--- src/rtl/seq_bit_serializer.sv ---
// Parallel-to-serial feeder for the sequence-detector stage. It frames each word with a
// detector state-reset cycle and flags the final bit so downstream logic knows when to sample.
module seq_bit_serializer #(
    parameter int WIDTH     = 8,
    parameter bit MSB_FIRST = 1'b1,
    parameter int LW        = $clog2(WIDTH + 1)
) (
    input  logic             clk,
    input  logic             rst_n,
    input  logic             in_valid,
    output logic             in_ready,
    input  logic [WIDTH-1:0] in_word,
    input  logic [LW-1:0]    in_len,
    input  logic             in_abort,
    output logic             out_data,
    output logic             out_state_reset,
    output logic             out_last,
    output logic             out_busy,
    output logic [7:0]       out_frame_cnt
);

    // Handshake: a word transfers at a rising edge where in_valid && in_ready are both high;
    // in_ready is high only in IDLE, and in_word/in_len are ignored at all other times.

    typedef enum logic {IDLE, SHIFT} state_t;

    localparam logic [LW-1:0] WIDTH_L = LW'(WIDTH);

    state_t           state;
    logic [WIDTH-1:0] sr;
    logic [LW-1:0]    cnt;

    logic [LW-1:0]    len_c;
    logic [LW-1:0]    shamt;
    logic [WIDTH-1:0] aligned;
    logic             first_bit;
    logic [WIDTH-1:0] aligned_rest;
    logic             next_bit;
    logic [WIDTH-1:0] sr_rest;

    assign in_ready = (state == IDLE);

    // MSB-first words are left-justified so the first bit always sits at the top of sr.
    always_comb begin
        len_c = in_len;
        if (in_len == '0 || in_len > WIDTH_L)
            len_c = WIDTH_L;
        shamt = WIDTH_L - len_c;
        aligned = MSB_FIRST ? (in_word << shamt) : in_word;
        if (MSB_FIRST) begin
            first_bit    = aligned[WIDTH-1];
            aligned_rest = {aligned[WIDTH-2:0], 1'b0};
            next_bit     = sr[WIDTH-1];
            sr_rest      = {sr[WIDTH-2:0], 1'b0};
        end else begin
            first_bit    = aligned[0];
            aligned_rest = {1'b0, aligned[WIDTH-1:1]};
            next_bit     = sr[0];
            sr_rest      = {1'b0, sr[WIDTH-1:1]};
        end
    end

    // cnt holds the number of bits still to come after the one currently on out_data.
    always_ff @(posedge clk or negedge rst_n) begin
        if (!rst_n) begin
            state           <= IDLE;
            sr              <= '0;
            cnt             <= '0;
            out_data        <= 1'b0;
            out_state_reset <= 1'b1;
            out_last        <= 1'b0;
            out_busy        <= 1'b0;
            out_frame_cnt   <= 8'd0;
        end else begin
            case (state)
                IDLE: begin
                    if (in_valid) begin
                        state           <= SHIFT;
                        sr              <= aligned_rest;
                        cnt             <= len_c - LW'(1);
                        out_data        <= first_bit;
                        out_last        <= (len_c == LW'(1));
                        out_state_reset <= 1'b0;
                        out_busy        <= 1'b1;
                    end
                end
                SHIFT: begin
                    if (in_abort || out_last) begin
                        state           <= IDLE;
                        sr              <= '0;
                        cnt             <= '0;
                        out_data        <= 1'b0;
                        out_last        <= 1'b0;
                        out_state_reset <= 1'b1;
                        out_busy        <= 1'b0;
                        if (!in_abort)
                            out_frame_cnt <= out_frame_cnt + 8'd1;
                    end else begin
                        sr       <= sr_rest;
                        cnt      <= cnt - LW'(1);
                        out_data <= next_bit;
                        out_last <= (cnt == LW'(1));
                    end
                end
                default: state <= IDLE;
            endcase
        end
    end

endmodule
--- config.mk ---
export PLATFORM = sky130hd
export DESIGN_NAME = seq_bit_serializer
export DESIGN_NICKNAME = d
export VERILOG_FILES = /design/src/rtl/seq_bit_serializer.sv
export SDC_FILE = /design/constraint.sdc
export NUM_CORES = 1
export LEC_CHECK = 0
export ABC_AREA = 1
export CORE_MARGIN = 2
export CORE_UTILIZATION = 37
export CTS_CLUSTER_SIZE = 40
export DETAILED_ROUTE_END_ITERATION = 8
export SYNTH_ARGS = -nofsm -noshare
export SYNTH_HDL_FRONTEND = slang
export SYNTH_SLANG_ARGS = --single-unit
export TNS_END_PERCENT = 100
--- constraint.sdc ---
create_clock -name clk -period 2.39 [get_ports clk]
set_input_delay 0.478 -clock clk [delete_from_list [all_inputs] [get_ports clk]]
set_output_delay 0.478 -clock clk [all_outputs]
set_load 0.01 [all_outputs]
; Word level (Yosys, flattened, before mapping)
; Cells that the tools add are included.
[word_totals]
ff_bits = 25
wordCells = 47
output_inout_bits = 13
[classes]
muxes = 22
shift = 1
n_eq_ne = 4
bitwise = 2
n_addsub = 4
n_reduce_logical = 5
order_cmp = 1
[op_table]
columns = operator, count
row1 = 8-bit 2-to-1 mux, 2
row2 = 8-bit one-hot mux with 2 select lines, 1
row3 = 4-bit 2-to-1 mux, 3
row4 = 1-bit 2-to-1 mux, 10
row5 = 1-bit one-hot mux with 2 select lines, 5
row6 = 8-bit by 1-bit adder with 8-bit output (second input constant), 1
row7 = 4-bit by 1-bit == test with 1-bit output (second input constant), 2
row8 = 4-bit one-hot mux with 2 select lines, 1
row9 = 8-bit by 4-bit left shift with 8-bit output, 1
row10 = 4-bit by 1-bit subtractor with 4-bit output (second input constant), 2
row11 = 4-bit > comparator (second input constant), 1
row12 = 4-bit zero test, 1
row13 = 4-bit subtractor (first input constant), 1
row14 = 3-bit AND reduction, 1
row15 = 1-bit logical OR, 2
row16 = 2-bit by 1-bit inequality test with 1-bit output (second input constant), 1
row17 = 2-bit inequality test (second input constant), 1
row18 = 1-bit NOT, 2
row19 = 2-bit AND reduction, 1

; Depth between registers and ports, before layout
[logic_depth]
word_depth = 7
ltp_mapped = 11

; Worst setup path after synthesis
; Ideal clock, no wire load.
[synth_timing]
path_kind = input to register
from = in in_len[0]
to = reg sr[7]
t_arrival_ns = 1.621
slack_ns = 0.703
path_buffers = 1
path_stages = 7
cell_sequence = inv_1 -> nor2_2 -> ha_1 -> clkbuf_1 -> o31ai_1 -> a21oi_1 -> nand2_1
[synth_via]
elab_chain_len = 7
[synth_rtl]
columns = item, line
row1 = from (decl), 13  ; input logic [LW-1:0] in_len,
row2 = 4-bit > comparator / 4-bit zero test (equally long branches), 46  ; if (in_len == '0 || in_len > WIDTH_L)
row3 = 1-bit logical OR, 46
row4 = 4-bit 2-to-1 mux (*), 46
row5 = 4-bit subtractor (*), 48  ; shamt = WIDTH_L - len_c;
row6 = 8-bit by 4-bit left shift with 8-bit output (*), 49  ; aligned = MSB_FIRST ? (in_word << shamt) : in_word;
row7 = 8-bit 2-to-1 mux (*), 77  ; if (in_valid) begin
row8 = 8-bit one-hot mux with 2 select lines (*), 75  ; case (state)
row9 = to (signal assigned), 79  ; sr <= aligned_rest;
row10 = to (signal assigned), 99  ; sr <= sr_rest;
row11 = to (decl), 30  ; logic [WIDTH-1:0] sr;
; Mark *: on every way between the ends. The rest lies on a longest branch, timed or not. The select of a mux whose other input is x is not followed.
; A chain may end at the register's enable or synchronous reset.

; Final worst setup path
[layout_timing]
from = in in_len[3]
to = reg out_data
[layout_via]
elab_chain_len = 7
[layout_rtl]
columns = item, line
row1 = 4-bit > comparator / 4-bit zero test (equally long branches), 46
row2 = 1-bit logical OR, 46
row3 = 4-bit 2-to-1 mux (*), 46
row4 = 4-bit subtractor (*), 48
row5 = 8-bit by 4-bit left shift with 8-bit output (*), 49
row6 = 1-bit 2-to-1 mux (*), 77
row7 = 1-bit one-hot mux with 2 select lines (*), 75
row8 = to (signal assigned), 81  ; out_data <= first_bit;
row9 = to (signal assigned), 101  ; out_data <= next_bit;
row10 = to (decl), 15  ; output logic out_data,
; Marks and branches as above.

==> reports/metrics.cfg <==
[synth]
yosys_warnings = 0
avgSynthCellArea_um2 = 7.72
synth_adder_area_share_pct = 4.36
synth_most_common_cell = nand2_1
async_flop_share_pct = 100
syn_inst = 186
yosys.area_share.simple_pct = 29.0
yosysTopAreaCell = dfrtp_1
synth_nets = 207
synth_compound_area_share_pct = 11.6
synth_top_family_by_area = simple AND/OR/NAND/NOR gates
synth-xor-area-share_pct = 4.27
synth_common_cells = nand2_1, inv_1, dfrtp_1, nand3_1, nor2_1
ys_ff_latch = 24
muxShareOfSynthArea_pct = 0
ys.flop_type = dfrtp_1
synth.distinct_cells = 27
yosysSeqAreaShare_pct = 41.9
syn_area_mm2 = 0.00144
netlist.area_leader.share_pct = 40.1
synth_edf_count = 0
netlist_top_cells_area = dfrtp_1, nand2_1, inv_1

[route]
finalWirelength_um = 3020
drtIter0Drc = 33
vias = 1330
drt-pass1-iter-count = 4
vias_per_cell = 4.96
drc = 0
ant_nets = 0
wl_per_cell_um = 11.3

[worst_setup_path]
cp_top_family = buffers and inverters
cp-start-kind = primary input
reg2reg_depth = 7
path_cells = clkdlybuf4s50_1 > inv_2 > nand2_1 > ha_1 > inv_1 > nand3_1 > nand2_1 > a21oi_1 > o21ai_0
critPathRequiredTime_ns = 2.53
critPathBufInv = 3
critPathArrivalTime_ns = 2.17
cpMostUsedCell = nand2_1
slowest_stage = ha_1
crit_path_end_kind = flop
crit_path_max_fanout = 13
max_stage_delay_ns = 0.51
path_depth = 9
crit_type = primary input to flop
r2r_setup_slack_ns = 0.95
r2r-end = sr[6]
reg2reg_from = out_last

[clocking]
clk_latency_ns = 0.26
numCtsBuffers = 3
postCtsHoldBufs = 0
htreeDepth = 1
path_clk_slew_ns = 0.08
cts_resized = 0
post_cts_buffers = 0
cts_tree = done
cts_root_buf = clkbuf_8
cts.sinks = 24
clk_path_buf_depth = 2

[global_routing]
antenna_found_initial = 0
grt_start_max_net_pins = 15
grt_usage_pct = 15.7
grt-ovfl-total = 0
grt_pass1_vias = 1293
grt_first_pass_wirelength_um = 5380

[sta]
setup_ws_ns = 0.364
relSlewSlack_pct = 68.2
final.setup.tns_ns = 0
worst_slew_pin_slew_ns = 0.476
fin_crit_ns = 2.03
fmax_mhz = 494
finalCritPeriodShare_pct = 84.8
final_hold_viol_count = 0
rsz0062_at_grt = false
skew_ns = 0.00618
drv_slew = 0
setup_viol = 0

[placed_design]
gp_congestion = 0.915
numPortBuffers = 28
hpwlAfterDp_um = 2480
pre_cts_slack_ns = 0.0907

[final_layout]
area_delta_synth_final_pct = 28.8
fin_nets = 242
drive_above_1_share_pct = 9.09
n_fill_cell = 381
antennaDiodeCount = 0
final_core_util_pct = 50.2

[min_path]
hold_depth = 2
hold_end = sr[1]
hold_path.class = flop to flop
hp-start = sr[1]

[run]
drv_cap = 0

[die]
io_pins = 29
die_h_um = 66.3
die_w_um = 66.3
rows = 22
initial_core_util_pct = 38.9
dieArea_mm2 = 0.00440
core_mm2 = 0.00369

[pwr]
leakage_nw = 0.921
ir_drop_mv = 0.304
power_density_mw_per_mm2 = 829
p_total_mw = 1.53

[run_status]
status = complete, no violations

==> metrics by stage <==
step | hold WS [ns] | area [um^2] | cells
after floorplan | 0.182 | 1440 | 186
after global placement | 0.475 | 1800 | 264
after detailed placement | 0.476 | 1800 | 264
after CTS | 0.497 | 1850 | 268
after global routing | 0.523 | 1850 | 268
final | 0.494 | 1850 | 268
==> cell families (layout without fill, tap and decap cells) <==
group | count (synthesis) | in the layout
buffers and inverters | 33 | 67
adder cells (fa/ha/maj) | 5 | 5
flip-flops | 24 | 24
XOR/XNOR | 7 | 7
AND/OR/NAND/NOR | 89 | 89
AO/OA/AOI/OAI | 28 | 28
==> cells in the final DEF (no fill, tap or decap), drive strengths merged <==
master         instances
xor2                   3
dfstp                  1
dfrtp                 23
o31ai                  1
o22ai                  1
a31oi                  1
o221ai                 2
nand4                  3
nor3                   2
o211ai                 4
xnor2                  4
inv                   30
o21ai                 10
ha                     5
a31o                   1
clkdlybuf4s50         28
a21oi                  8
nand3                 18
clkbuf                 4
nand2                 52
clkinv                 1
nor2                  14
buf                    4
==> state kept, by name, summed over array words and instances, names as in the netlist <==
register	count
out_state_reset	1
cnt	4
out_frame_cnt	8
state	1
out_data	1
out_last	1
sr	7
out_busy	1
==> layer usage <==
layer	part of all wire, %	GRT usage, %	vias up
met5	0	0	-
met4	2.4	7.14	0
met3	4.3	2.04	8
met2	49	28.4	37
met1	44	18.1	615
li1	-	-	670
==> worst max-delay path by stage <==
stage               endpoint  slack, ns  startpoint
finish              out_data       0.36   in_len[3]
global route        out_data       0.22   in_len[3]
CTS                 out_data       0.37   in_len[3]
detailed placement  out_data       0.09   in_len[3]
global placement    out_data       0.19   in_len[3]
floorplan              sr[7]       0.70   in_len[0]
==> cell type report <==
type	count	area [um^2]	share of cell area (%)
Timing Repair Buffer	32	310	16.8
Multi-Input combinational cell	129	707	38.2
Tap cell	48	60.1	3.25
Inverter	31	116	6.29
Clock buffer	4	55.1	2.97
Sequential cell	24	602	32.5
==> worst register-to-register path, delay by kind of cell, from the launching register on <==
kind | cells | cell delay (ns)
simple gates | 4 | 0.56
compound gates | 1 | 0.13
flops | 1 | 0.40
buf+inv | 2 | 0.28
==> power by group <==
part           internal (mW)  leakage, nW  total (mW)  switching [mW]
sequential             0.536        0.304       0.637           0.101
clock                  0.147       0.0288       0.269           0.123
combinational          0.295        0.588       0.627           0.332
(Power assumes the default switching activity.)
